## config.mk

```make
export PLATFORM = sky130hd
export DESIGN_NAME = uart_tx_fifo
export DESIGN_NICKNAME = d
export VERILOG_FILES = /design/src/rtl/uart_tx_fifo.sv
export SDC_FILE = /design/constraint.sdc
export NUM_CORES = 1
export LEC_CHECK = 0
export BUFFER_PORTS_ARGS = -buffer_cell sky130_fd_sc_hd__buf_4
export CAP_MARGIN = 0
export CORE_MARGIN = 1.5
export CORE_UTILIZATION = 45
export DETAILED_ROUTE_END_ITERATION = 6
export GPL_ROUTABILITY_DRIVEN = 0
export PLACE_DENSITY = 0.75
export SYNTH_ARGS = -nofsm -noshare
export SYNTH_HDL_FRONTEND = slang
export SYNTH_SLANG_ARGS = --single-unit
```

## constraint.sdc

```tcl
create_clock -name clk -period 4.3 [get_ports clk]
set_clock_uncertainty 0.1 [all_clocks]
set_input_delay 0.645 -clock clk [delete_from_list [all_inputs] [get_ports clk]]
set_output_delay 0.645 -clock clk [all_outputs]
set_load 0.01 [all_outputs]
```

## src/rtl/uart_tx_fifo.sv

```systemverilog
// uart_tx_fifo: byte FIFO feeding an 8N1/8N2 UART transmitter with a programmable bit period.
module uart_tx_fifo #(
    parameter int FIFO_DEPTH = 8
) (
    input  logic                          clk,
    input  logic                          rst,
    input  logic [31:0]                   baud_tick,
    input  logic                          two_stop,
    input  logic [7:0]                    data_in,
    input  logic                          data_valid,
    output logic                          data_ready,
    output logic                          tx,
    output logic                          busy,
    output logic [$clog2(FIFO_DEPTH):0]   fifo_count,
    output logic                          overflow
);
    localparam int AW = $clog2(FIFO_DEPTH);
    localparam logic [1:0] IDLE  = 2'd0;
    localparam logic [1:0] START = 2'd1;
    localparam logic [1:0] DATA  = 2'd2;
    localparam logic [1:0] STOP  = 2'd3;

    logic [7:0]    mem [FIFO_DEPTH];
    logic [AW-1:0] wr_ptr, rd_ptr;
    logic [1:0]    state;
    logic [31:0]   cnt, baud_r;
    logic [7:0]    shreg;
    logic [2:0]    idx;
    logic          two_r, stop2;
    logic          push, pop, bit_end, stop_end;

    assign data_ready = fifo_count != (AW+1)'(FIFO_DEPTH);
    assign overflow   = data_valid && !data_ready;
    assign push       = data_valid && data_ready;
    assign bit_end    = cnt == 32'd0;
    assign stop_end   = bit_end && (!two_r || stop2);
    // Popping at the end of the stop bit chains the next frame with no idle cycle.
    assign pop        = (fifo_count != '0) && (state == IDLE || (state == STOP && stop_end));
    assign busy       = (state != IDLE) || (fifo_count != '0);

    always_ff @(posedge clk)
        if (push) mem[wr_ptr] <= data_in;

    always_ff @(posedge clk) begin
        if (rst) begin
            wr_ptr     <= '0;
            rd_ptr     <= '0;
            fifo_count <= '0;
        end else begin
            if (push) wr_ptr <= wr_ptr + 1'b1;
            if (pop) rd_ptr <= rd_ptr + 1'b1;
            fifo_count <= (push && !pop) ? fifo_count + 1'b1 :
                          (pop && !push) ? fifo_count - 1'b1 : fifo_count;
        end
    end

    always_ff @(posedge clk) begin
        if (rst) begin
            state  <= IDLE;
            tx     <= 1'b1;
            cnt    <= '0;
            baud_r <= '0;
            two_r  <= 1'b0;
            stop2  <= 1'b0;
            shreg  <= '0;
            idx    <= '0;
        end else if (pop) begin
            state  <= START;
            tx     <= 1'b0;
            shreg  <= mem[rd_ptr];
            cnt    <= baud_tick;
            baud_r <= baud_tick;
            two_r  <= two_stop;
        end else begin
            case (state)
                IDLE: tx <= 1'b1;
                START: begin
                    if (bit_end) begin
                        state <= DATA;
                        tx    <= shreg[0];
                        cnt   <= baud_r;
                        idx   <= '0;
                    end else cnt <= cnt - 32'd1;
                end
                DATA: begin
                    if (bit_end) begin
                        cnt <= baud_r;
                        if (idx == 3'd7) begin
                            state <= STOP;
                            tx    <= 1'b1;
                            stop2 <= 1'b0;
                        end else begin
                            idx   <= idx + 3'd1;
                            shreg <= shreg >> 1;
                            tx    <= shreg[1];
                        end
                    end else cnt <= cnt - 32'd1;
                end
                STOP: begin
                    if (stop_end) state <= IDLE;
                    else if (bit_end) begin
                        stop2 <= 1'b1;
                        cnt   <= baud_r;
                    end else cnt <= cnt - 32'd1;
                end
                default: state <= IDLE;
            endcase
        end
    end
endmodule

```

After elaboration in Yosys (flattened, before gate mapping)
Memory sizes are Yosys's and may differ from the RTL's. A register that Yosys moved wholly into a read port is not among the register bits.
Index checks and enable logic that the tools add are counted.
{"block": "word_totals", "out_inout_bits": 8, "inputBits": 44, "wordCells": 108, "romBits": 0, "latch_bits": 0, "mem_count": 1, "ff_bits": 90, "mem_bits_rw": 64}
{"name": "mem", "depth": 8, "width": 8, "read_ports": 1, "rd_clocked_by_memory_dff": 1, "wr": 1, "line": "23", "source": "logic [7:0] mem [FIFO_DEPTH];"}
{"block": "classes", "order_cmp": 0, "n_shift": 0, "div": 0, "eq_ne": 18, "reduce_logical": 36, "mul": 0, "add_sub_neg": 6, "muxes": 34, "bitwise": 1}
{"op": "$mux 32", "n": 3}
{"op": "$pmux 32 s2", "n": 1}
{"op": "$logic_not 32->1", "n": 1}
{"op": "$mux 8", "n": 4}
{"op": "$sub 32x1->32 const B", "n": 1}
{"op": "$ne 2x2->1 const B", "n": 8}
{"op": "$mux 3", "n": 5}
{"op": "$ne 3x3->1 const B", "n": 5}
{"op": "$reduce_and 5->1", "n": 3}
{"op": "$reduce_bool 2->1", "n": 6}
{"op": "$reduce_bool 4->1", "n": 3}
{"op": "$mux 1", "n": 11}
{"op": "$add 3x1->3 const B", "n": 3}
{"op": "$mux 2", "n": 4}
{"op": "$mux 4", "n": 2}
{"op": "$logic_and 1x1->1", "n": 7}
{"op": "$pmux 2 s3", "n": 1}
{"op": "$pmux 3 s2", "n": 1}
{"op": "$reduce_and 3->1", "n": 2}
{"op": "$reduce_and 6->1", "n": 1}
{"op": "$reduce_bool 3->1", "n": 2}
{"op": "$add 4x1->4 const B", "n": 1}
{"op": "$eq 2x2->1 const B", "n": 2}
{"op": "$logic_not 1->1", "n": 4}
{"op": "11 further kinds", "n": 14}

Longest topological paths before layout
Gate-level depths: netlist of the first run.
{"block": "logic_depth", "depth_word": 9, "depth_mapped": 18, "depth_no_buf": 15}

Least setup slack after synthesis of the first run
No wires, ideal clock.
{"block": "synth_path", "kind": "flip-flop to flip-flop", "startpoint": "register cnt[0]", "endpoint": "register fifo_count[3]", "path_stages_with_launch": 19, "setup_time_ns": 0.070, "t_arrival_ns": 3.893, "period_less_slack_ns": 4.064, "slack_ns": 0.236, "required_time_ns": 4.130, "path_buffers": 3, "path_cell_list": "dfxtp_1 -> inv_1 -> ha_1 -> or4b_1 -> clkbuf_1 -> or4_1 -> nor4_1 -> o21a_1 -> inv_2 -> buf_2 -> buf_1 -> ha_1 -> inv_1 -> ha_1 -> a21o_1 -> a21oi_1 -> xnor2_1 -> or3_1 -> a21oi_1"}
{"block": "synth_between", "elab_chain_cells": 8, "elab_cells_between_ends": 10, "cone_classes": "1 x mux; 9 x reduce/logical"}
{"element": "start: declaration", "line": "26", "source": "logic [31:0] cnt, baud_r;"}
{"element": "start signal: assignment", "line": "71", "source": "cnt <= baud_tick;"}
{"element": "start signal: assignment", "line": "81", "source": "cnt <= baud_r;"}
{"element": "start signal: assignment", "line": "83", "source": "end else cnt <= cnt - 32'd1;"}
{"element": "$logic_not 32->1 (*)", "line": "35", "source": "assign bit_end = cnt == 32'd0;"}
{"element": "$logic_and 1x1->1 (*)", "line": "36", "source": "assign stop_end = bit_end && (!two_r || stop2);"}
{"element": "$logic_and 1x1->1 (*)", "line": "38", "source": "assign pop = (fifo_count != '0) && (state == IDLE || (state == STOP && stop_end));"}
{"element": "$logic_or 1x1->1 (*)", "line": "38"}
{"element": "$logic_and 1x1->1 (*)", "line": "38"}
{"element": "$logic_not 1->1", "line": "52", "source": "fifo_count <= (push && !pop) ? fifo_count + 1'b1 :"}
{"element": "$logic_and 1x1->1", "line": "52"}
{"element": "$mux 4 / $reduce_bool 2->1 (equally long branches)"}
{"element": "end signal: assignment", "line": "52"}
{"element": "end: declaration", "line": "14", "source": "output logic [$clog2(FIFO_DEPTH):0] fifo_count,"}
Every way passes the cells marked *; elsewhere a longest branch is shown, timed or not.
A chain may end at the register's enable or synchronous reset.

Final worst setup path of the first run
{"block": "layout_path", "startpoint": "register cnt[12]", "endpoint": "register fifo_count[3]"}
The elaborated chain is that of the path after synthesis.

==> results of run 1 <==
## cell type report
cell class,instances,area (um2),share of cell area (%)
Tap cell,216,270,3.17
Timing Repair Buffer,62,465,5.46
Clock buffer,17,425,4.99
Inverter,15,56.3,0.661
Clock inverter,15,179,2.10
Multi-Input combinational cell,509,3340,39.2
Sequential cell,157,3780,44.4
## metrics by stage
stage          worst slack, ns  area [um2]
2_1_floorplan            0.236        7390
3_3_place_gp             0.364        7920
3_5_place_dp             0.308        7920
4_1_cts                  0.314        8520
5_1_grt                 0.0516        8520
6_report                 0.279        8520
## path summary, 6_finish.rpt
check,depth (start not counted),endpoint
min reg2reg,2,baud_r[20]
min,1,mem[0][2]
max,13,fifo_count[3]
max reg2reg,13,fifo_count[3]
## placed cells by master (no fill, tap or decap), types with 13 or more instances in the layout
| cell | instances |
|---|---|
| nand2_1 | 102 |
| dfxtp_1 | 93 |
| a21oi_1 | 65 |
| edfxtp_1 | 64 |
| buf_4 | 62 |
| nor2_1 | 53 |
| a211oi_1 | 30 |
| nor3_1 | 20 |
| nor4_1 | 19 |
| o21ai_0 | 18 |
| clkbuf_16 | 17 |
| mux4_2 | 16 |
| inv_1 | 14 |
| ha_1 | 13 |
## layer usage
| layer | share of wire [%] | routed length (um) | vias to the layer above | GRT usage, % |
|---|---|---|---|---|
| met4 | 2.5 | 433 | 0 | 7.99 |
| li1 | - | - | 2819 | - |
| met1 | 43 | 7400 | 2724 | 26.1 |
| met5 | 0 | 0 | - | 0 |
| met2 | 48 | 8100 | 221 | 33.6 |
| met3 | 6.5 | 1110 | 48 | 5.59 |
## power groups by stage
stage | clock (mW) | sequential [mW] | combinational, mW
floorplan | 0 | 2.14 | 1.85
global placement | 0 | 2.27 | 2.26
detailed placement | 0 | 2.29 | 2.28
CTS | 1.56 | 2.26 | 2.30
global route | 1.63 | 2.32 | 2.58
finish | 1.55 | 2.27 | 2.32
## registers in the layout (all words and copies together) (netlist names), 2 cells and up, named ones only
| register | cells |
|---|---|
| idx | 3 |
| wr_ptr | 3 |
| fifo_count | 4 |
| mem | 64 |
| cnt | 32 |
| rd_ptr | 3 |
| shreg | 8 |
| baud_r | 32 |
| state | 2 |
## cell families after synthesis
family / after synthesis / synth area share (%)
flops: 157 / 51.2
xor+xnor: 12 / 1.42
simple gates: 275 / 18.7
compound gates: 179 / 16.0
fa+ha+maj: 14 / 2.47
buf+inv: 63 / 3.59
mux: 29 / 6.65
## critical path: cells and delay by family (launching register included)
kind | cells | cell delay [ns]
compound gates | 4 | 0.69
buf+inv | 2 | 0.16
xor+xnor | 1 | 0.09
flops | 1 | 0.37
simple gates | 4 | 2.11
fa+ha+maj | 2 | 0.43
==> impl_metrics.env, run 1 <==
export IMPL_crit_type="flip-flop to flip-flop"
export IMPL_dpl_cell_count=959
export IMPL_ys_seq_elements=157
export IMPL_status="finished clean"
export IMPL_post_route_period_util_pct=93.5
export IMPL_post_dp_hpwl_um=11000
export IMPL_route_detailed_drc=0
export IMPL_syn_area_um2=7390
export IMPL_finalSetupTns_ns=0
export IMPL_fmax_ghz=0.249
export IMPL_worst_pin_slew_ns=1.17
export IMPL_cp_start_kind="flip-flop"
export IMPL_hold_buffers=0
export IMPL_ant_nets=0
export IMPL_clockRootBuffer="clkbuf_16"
export IMPL_setup_viol=0
export IMPL_ys_flop_type="dfxtp_1"
export IMPL_io_buffers=51
export IMPL_ctsResizeCount=0
export IMPL_ir_drop_v=0.000574
export IMPL_antenna_found_initial=0
export IMPL_first_global_vias=5531
export IMPL_worstHoldStart="data_in[2]"
export IMPL_cts_sinks=157
export IMPL_power_frac_comb_pct=37.8
export IMPL_clkSlewWorstSetupHoldPaths_ns=0.07
export IMPL_cts_buffer_depth=2
export IMPL_die_h_um=131
export IMPL_cts_tree="yes"
export IMPL_track_usage_pct=20.6
export IMPL_reg2reg_slack_ns=0.28
export IMPL_sw_frac_of_total_pct=40.4
export IMPL_syn_num_nets=787
export IMPL_worst_slew_margin_rel_pct=21.3
export IMPL_fp_dieW_um=131
export IMPL_dieArea_um2=17200
export IMPL_timing_rr_start="cnt[12]"
export IMPL_h_tree_depth=4
export IMPL_layout_drive_gt1_share_pct=16.0
export IMPL_cap_violations=0
export IMPL_finalHoldViolCount=0
export IMPL_power_frac_seq_pct=37.0
export IMPL_switchingPower_mw=2.48
export IMPL_routedWlPerCell_um=17.2
export IMPL_grt_ovfl_total=0
export IMPL_synth_top_area_share_pct=26.0
export IMPL_power_total_mw=6.13
export IMPL_final_nets=820
export IMPL_whs_ns=0.324
export IMPL_ys_top_cells_by_count="nand2_1 (102), dfxtp_1 (93), a21oi_1 (65)"
export IMPL_final_util_pct=53.5
export IMPL_yosysTopAreaCell="edfxtp_1"
export IMPL_synth_most_common_cell="nand2_1"
export IMPL_synth_cell_types=69
export IMPL_cp_startpoint="cnt[12]"
export IMPL_viasPerCell=5.86
export IMPL_design_core_area_um2=15900
export IMPL_area_growth_pct=15.3
export IMPL_grt_max_degree=98
export IMPL_ys_warn_count=0
export IMPL_p_clk_share_pct=25.2
export IMPL_crit_arrival_ns=4.29
export IMPL_initial_core_util_pct=46.4
export IMPL_fin_crit_ns=4.02
export IMPL_n_fill_cell=1391
export IMPL_crit_fanout=13
export IMPL_drt_pass1_iterations=5
export IMPL_synth_edff_count=64
export IMPL_endpoint_kind="flip-flop"
export IMPL_cts_buffers=17
export IMPL_crit_slowest_cell="or4_1"
export IMPL_rsz0062_at_grt="no"
export IMPL_drtIter0Drc=519
export IMPL_p_int_mw=3.66
export IMPL_drv_slew=0
export IMPL_num_vias=5812
export IMPL_async_flop_share_pct=0
export IMPL_seq_area_frac_synth_pct=51.2
export IMPL_worst_ep_required_time_ns=4.57
export IMPL_io_pins=52
export IMPL_synthCells=729
export IMPL_final_cells=991
export IMPL_diodes=0
export IMPL_max_stage_delay_ns=0.62
export IMPL_leakage_nw=2.99
export IMPL_cts_setup_buffers=0
export IMPL_powerDensity_nw_per_um2=719
export IMPL_wl_um=17000
export IMPL_clk_latency_ns=0.45
export IMPL_synth_avg_cell_area_um2=10.1
export IMPL_hold_class="input pin to flip-flop"
export IMPL_rows=46
export IMPL_grt_pass1_wl_um=28300
export IMPL_synth_area_leaders="edfxtp_1 (26%), dfxtp_1 (25%), nand2_1 (5.2%), mux4_2 (4.9%), a21oi_1 (4.4%)"
export IMPL_crit_chain="or4_1 -> or4_4 -> nor4_1 -> o21a_2 -> inv_2 -> ha_1 -> inv_1 -> ha_1 -> a21o_1 -> a21oi_1 -> xnor2_1 -> or3_1 -> a21oi_1"
Note: power is estimated with default switching activity, not from simulation.
==> run 2, diff against run 1 <==
Settings changed: CORE_ASPECT_RATIO set to 0.75, CORE_MARGIN 1.5 to 2.
==> run 2 against run 1 <==
Via count is 1.5% higher; cell count is 0.40% higher; largest cell class unchanged; global-route usage hardly changed; clock-buffer cell count is 1 higher; non-clock buffer count is 10 higher; critical path type unchanged; sequential cell count stayed put; combinational power is 3% higher; worst hold slack better by 0.030 ns.
==> impl_metrics.env, run 2 (same netlist as run 1, synthesis figures left out) <==
export IMPL_status="finished clean"
export IMPL_powerDensity_nw_per_um2=710
export IMPL_track_usage_pct=20.6
export IMPL_worst_slew_margin_rel_pct=36.4
export IMPL_crit_chain="inv_1 -> ha_1 -> or4b_1 -> or4_1 -> nor4_1 -> buf_4 -> o21a_2 -> inv_2 -> ha_1 -> inv_1 -> ha_1 -> a21o_1 -> a21oi_1 -> xnor2_1 -> or3_1 -> a21oi_1"
export IMPL_post_dp_hpwl_um=11800
export IMPL_post_route_period_util_pct=91.1
export IMPL_wl_met2_um=7490
export IMPL_die_h_um=115
export IMPL_cap_violations=0
export IMPL_fin_crit_ns=3.92
export IMPL_worst_pin_slew_ns=0.952
export IMPL_endpoint_kind="flip-flop"
export IMPL_crit_slowest_cell="or4_1"
export IMPL_leakage_nw=3.02
export IMPL_dieArea_um2=17500
export IMPL_diodes=0
export IMPL_area_growth_pct=15.6
export IMPL_mostFrequentLayoutCell="nand2_1"
export IMPL_final_cell_mix="nand2_1 (102), dfxtp_1 (93), buf_4 (72)"
export IMPL_clockRootBuffer="clkbuf_16"
export IMPL_initial_core_util_pct=46.0
export IMPL_layout_drive_gt1_share_pct=16.8
export IMPL_io_buffers=51
export IMPL_clkSlewWorstSetupHoldPaths_ns=0.06
export IMPL_h_tree_depth=4
export IMPL_largest_reg_flops=64
export IMPL_hold_class="flip-flop to flip-flop"
export IMPL_ctsResizeCount=0
export IMPL_finalHoldViolCount=0
export IMPL_drv_slew=0
export IMPL_cts_buffer_depth=2
export IMPL_route_top_layer_used="met4"
export IMPL_crit_arrival_ns=4.17
export IMPL_drtIter0Drc=583
export IMPL_rows=40
export IMPL_cts_sinks=157
export IMPL_finalSetupTns_ns=0
export IMPL_ir_drop_v=0.000488
export IMPL_drt_pass1_iterations=5
export IMPL_hold_buffers=0
export IMPL_io_pins=52
export IMPL_cts_buffers=17
export IMPL_n_fill_cell=1412
export IMPL_cts_setup_buffers=0
export IMPL_grt_pass1_wl_um=28700
export IMPL_antenna_found_initial=0
export IMPL_ant_nets=0
export IMPL_clk_latency_ns=0.42
export IMPL_setup_viol=0
export IMPL_cp_start_kind="flip-flop"
export IMPL_num_vias=5901
export IMPL_met1Wirelength_um=8570
export IMPL_viasPerCell=5.93
export IMPL_fmax_ghz=0.255
export IMPL_fp_dieW_um=152
export IMPL_wl_um=17700
export IMPL_grt_max_degree=88
export IMPL_routedWlPerCell_um=17.8
export IMPL_crit_type="flip-flop to flip-flop"
export IMPL_critPathMostFrequentCell="ha_1"
export IMPL_rsz0062_at_grt="no"
export IMPL_top_register="mem"
export IMPL_cts_tree="yes"
export IMPL_first_global_vias=5485
export IMPL_route_detailed_drc=0
export IMPL_multi_input_area_um2=3340
export IMPL_seq_area_um2=3780
export IMPL_max_stage_delay_ns=0.59
export IMPL_dpl_cell_count=963
export IMPL_largestRegisters="mem: 64 flops, baud_r: 32 flops, cnt: 32 flops"
export IMPL_crit_fanout=5
export IMPL_design_core_area_um2=16100
export IMPL_met3WireLength_um=1430
export IMPL_worst_ep_required_time_ns=4.55
export IMPL_final_nets=830
export IMPL_final_cells=995
export IMPL_grt_ovfl_total=0
==> run 2: metal layers <==
metal	vias up	global-route usage [%]
met5	-	0
met2	247	30.0
met3	23	4.52
met1	2800	30.6
met4	0	6.42
li1	2831	-
==> run 2: cell type report <==
class | instances | area share, %
clock buffers | 18 | 5.02
clock inverters | 14 | 1.54
inverters | 15 | 0.659
multi-input cells | 509 | 39.1
flip-flops and latches | 157 | 44.3
well taps | 210 | 3.07
repair buffers | 72 | 6.32
==> run 2: worst paths after layout <==
path / to / from / depth (start not counted) / slack, ns
hold / removal: baud_r[18] / baud_r[18] / 2 / 0.35
setup / recovery: fifo_count[3] / cnt[0] / 16 / 0.38
hold reg to reg: baud_r[18] / baud_r[18] / 2 / 0.35
setup reg to reg: fifo_count[3] / cnt[0] / 16 / 0.38
==> run 2: where the power goes <==
part | internal [mW] | switching, mW | leakage (nW)
logic | 0.932 | 1.45 | 1.40
clock network | 0.807 | 0.622 | 0.268
registers | 1.90 | 0.360 | 1.35
==> run 2: critical path, delay by kind of cell, from the launching register on <==
family | cells | cell delay (ns)
flops | 1 | 0.35
xor+xnor | 1 | 0.09
simple gates | 4 | 1.64
compound gates | 4 | 0.64
fa+ha+maj | 3 | 0.62
buf+inv | 4 | 0.42
==> run 2: stage by stage <==
step,power (mW),setup slack [ns],instance area [um2],hold WS (ns),utilization [%]
finish,6.07,0.381,8550,0.354,53.2
global placement,4.55,0.427,7990,0.339,49.7
detailed placement,4.60,0.415,7990,0.346,49.7
global route,6.46,0.106,8550,0.341,53.2
CTS,6.04,0.396,8550,0.338,53.2
floorplan,3.99,0.236,7390,0.327,-
==> run 3, diff against run 2 <==
Settings changed: PLACE_DENSITY 0.75 to 0.72.
Clock period 4.3 ns to 3.65 ns, I/O delays scaled along.
==> run 3 against run 2 <==
Utilization is 1.3 points higher; largest power group unchanged; critical path depth is 3 lower; register-to-register slack lost 0.32 ns; first-iteration DRC count is 24% lower; clock-buffer cell count is the same.
==> impl_metrics.env, run 3 (same netlist as run 1, synthesis figures left out) <==
export IMPL_cts_buffers=17
export IMPL_sw_frac_of_total_pct=40.3
export IMPL_routedWlPerCell_um=18.2
export IMPL_final_nets=848
export IMPL_ant_nets=0
export IMPL_io_buffers=51
export IMPL_design_core_area_um2=16100
export IMPL_fp_dieW_um=152
export IMPL_drtIter0Drc=445
export IMPL_design_area_um2=8750
export IMPL_initial_core_util_pct=46.0
export IMPL_post_dp_hpwl_um=12600
export IMPL_num_vias=5964
export IMPL_seq_area_um2=3790
export IMPL_cts_buffer_depth=2
export IMPL_mostFrequentLayoutCell="nand2_1"
export IMPL_status="finished clean"
export IMPL_cts_tree="yes"
export IMPL_endpoint_kind="flip-flop"
export IMPL_multi_input_area_um2=3400
export IMPL_clkSlewWorstSetupHoldPaths_ns=0.07
export IMPL_crit_arrival_ns=3.85
export IMPL_worst_pin_slew_ns=1.01
export IMPL_track_usage_pct=21.7
export IMPL_layout_drive_gt1_share_pct=20.4
export IMPL_drt_pass1_iterations=5
export IMPL_h_tree_depth=4
export IMPL_fin_crit_ns=3.59
export IMPL_worst_ep_required_time_ns=3.91
export IMPL_power_frac_seq_pct=35.6
export IMPL_rsz0062_at_grt="yes"
export IMPL_powerDensity_nw_per_um2=846
export IMPL_dieArea_um2=17500
export IMPL_largest_reg_flops=64
export IMPL_finalHoldViolCount=0
export IMPL_p_clk_share_pct=23.2
export IMPL_post_route_period_util_pct=98.5
export IMPL_n_fill_cell=1341
export IMPL_grt_max_degree=98
export IMPL_reg2reg_depth=13
export IMPL_first_global_vias=5876
export IMPL_cp_start_kind="flip-flop"
export IMPL_ir_drop_v=0.000739
export IMPL_worst_slew_margin_rel_pct=32.7
export IMPL_worstHoldStart="data_in[4]"
export IMPL_p_int_mw=4.42
export IMPL_dpl_cell_count=980
export IMPL_rows=40
export IMPL_leakage_nw=3.14
export IMPL_crit_type="flip-flop to flip-flop"
export IMPL_power_frac_comb_pct=41.2
export IMPL_viasPerCell=5.89
export IMPL_top_register="mem"
export IMPL_route_detailed_drc=0
export IMPL_drv_slew=0
export IMPL_timing_rr_start="cnt[27]"
export IMPL_fmax_ghz=0.278
export IMPL_hold_end="mem[0][4]"
export IMPL_grt_ovfl_total=0
export IMPL_placed_area_um2=8170
export IMPL_switchingPower_mw=2.98
export IMPL_area_growth_pct=18.4
export IMPL_clk_latency_ns=0.44
export IMPL_setup_viol=0
export IMPL_io_pins=52
export IMPL_reg2reg_slack_ns=0.06
export IMPL_largestRegisters="mem: 64 flops, baud_r: 32 flops, cnt: 32 flops"
export IMPL_final_util_pct=54.5
export IMPL_hold_class="input pin to flip-flop"
export IMPL_grt_pass1_wl_um=30200
export IMPL_finalSetupTns_ns=0
export IMPL_cap_violations=0
export IMPL_hold_depth=1
export IMPL_clockRootBuffer="clkbuf_16"
export IMPL_antenna_found_initial=0
export IMPL_crit_fanout=5
export IMPL_cts_sinks=157
export IMPL_die_h_um=115
export IMPL_final_cells=1013
export IMPL_diodes=0
export IMPL_wl_um=18400
export IMPL_r2r_end="fifo_count[3]"
export IMPL_final_cell_mix="nand2_1 (102), dfxtp_1 (91), buf_4 (90)"
-- run 3: layer usage --
layer | vias to the layer above | global-route usage (%) | wire [um]
met5 | - | 0 | 0
met4 | 0 | 7.23 | 242
met3 | 21 | 5.05 | 1210
li1 | 2853 | - | -
met1 | 2898 | 30.5 | 8710
met2 | 192 | 33.5 | 8250
-- run 3: what timing repair did --
item,in CTS,in global routing
setup buffers,0,1
setup endpoints to repair,1,1
hold buffers,0,0
pin swaps,1,2
gates resized for setup,0,2
gates cloned,0,0
-- run 3: worst max-delay path: stages, from the launching register on --
cell     delay [ns]
dfxtp_1        0.36
or4_1          0.58
or4_4          0.59
nor4_4         0.37
o21a_2         0.19
inv_2          0.05
ha_4           0.16
inv_2          0.07
ha_1           0.22
a21o_1         0.16
a21oi_2        0.14
xnor2_1        0.09
or3_1          0.31
a21oi_1        0.13
-- run 3: worst max path at each step --
stage | start | to | slack (ns) | cells after the start
after floorplan | cnt[1] | fifo_count[3] | -0.04 | 18
after global placement | cnt[22] | fifo_count[3] | 0.14 | 13
after detailed placement | cnt[1] | fifo_count[3] | 0.02 | 15
after CTS | cnt[5] | fifo_count[3] | 0.003 | 13
after global routing | cnt[0] | fifo_count[3] | -0.11 | 15
final | cnt[27] | fifo_count[3] | 0.06 | 13
-- run 3: stage by stage --
step / worst slack, ns / total power [mW] / hold slack, ns
after global placement: 0.136 / 5.53 / 0.342
after CTS: 0.00283 / 7.37 / 0.233
after detailed placement: 0.0189 / 5.64 / 0.346
after floorplan: -0.0449 / 4.81 / 0.327
final: 0.0558 / 7.40 / 0.246
after global routing: -0.109 / 7.87 / 0.245
-- run 3: layout make-up --
type / count / area share (%)
repair buffers: 90 / 7.72
clock inverters: 14 / 1.41
flip-flops and latches: 157 / 43.2
well taps: 210 / 3.00
clock buffers: 18 / 5.15
inverters: 15 / 0.643
multi-input cells: 509 / 38.8
-- run 3: power groups by stage --
stage	registers (mW)	logic [mW]	clock network, mW
after floorplan	2.53	2.28	0
after CTS	2.62	3.01	1.73
after global placement	2.63	2.91	0
after global routing	2.70	3.37	1.80
final	2.64	3.05	1.72
after detailed placement	2.65	2.99	0
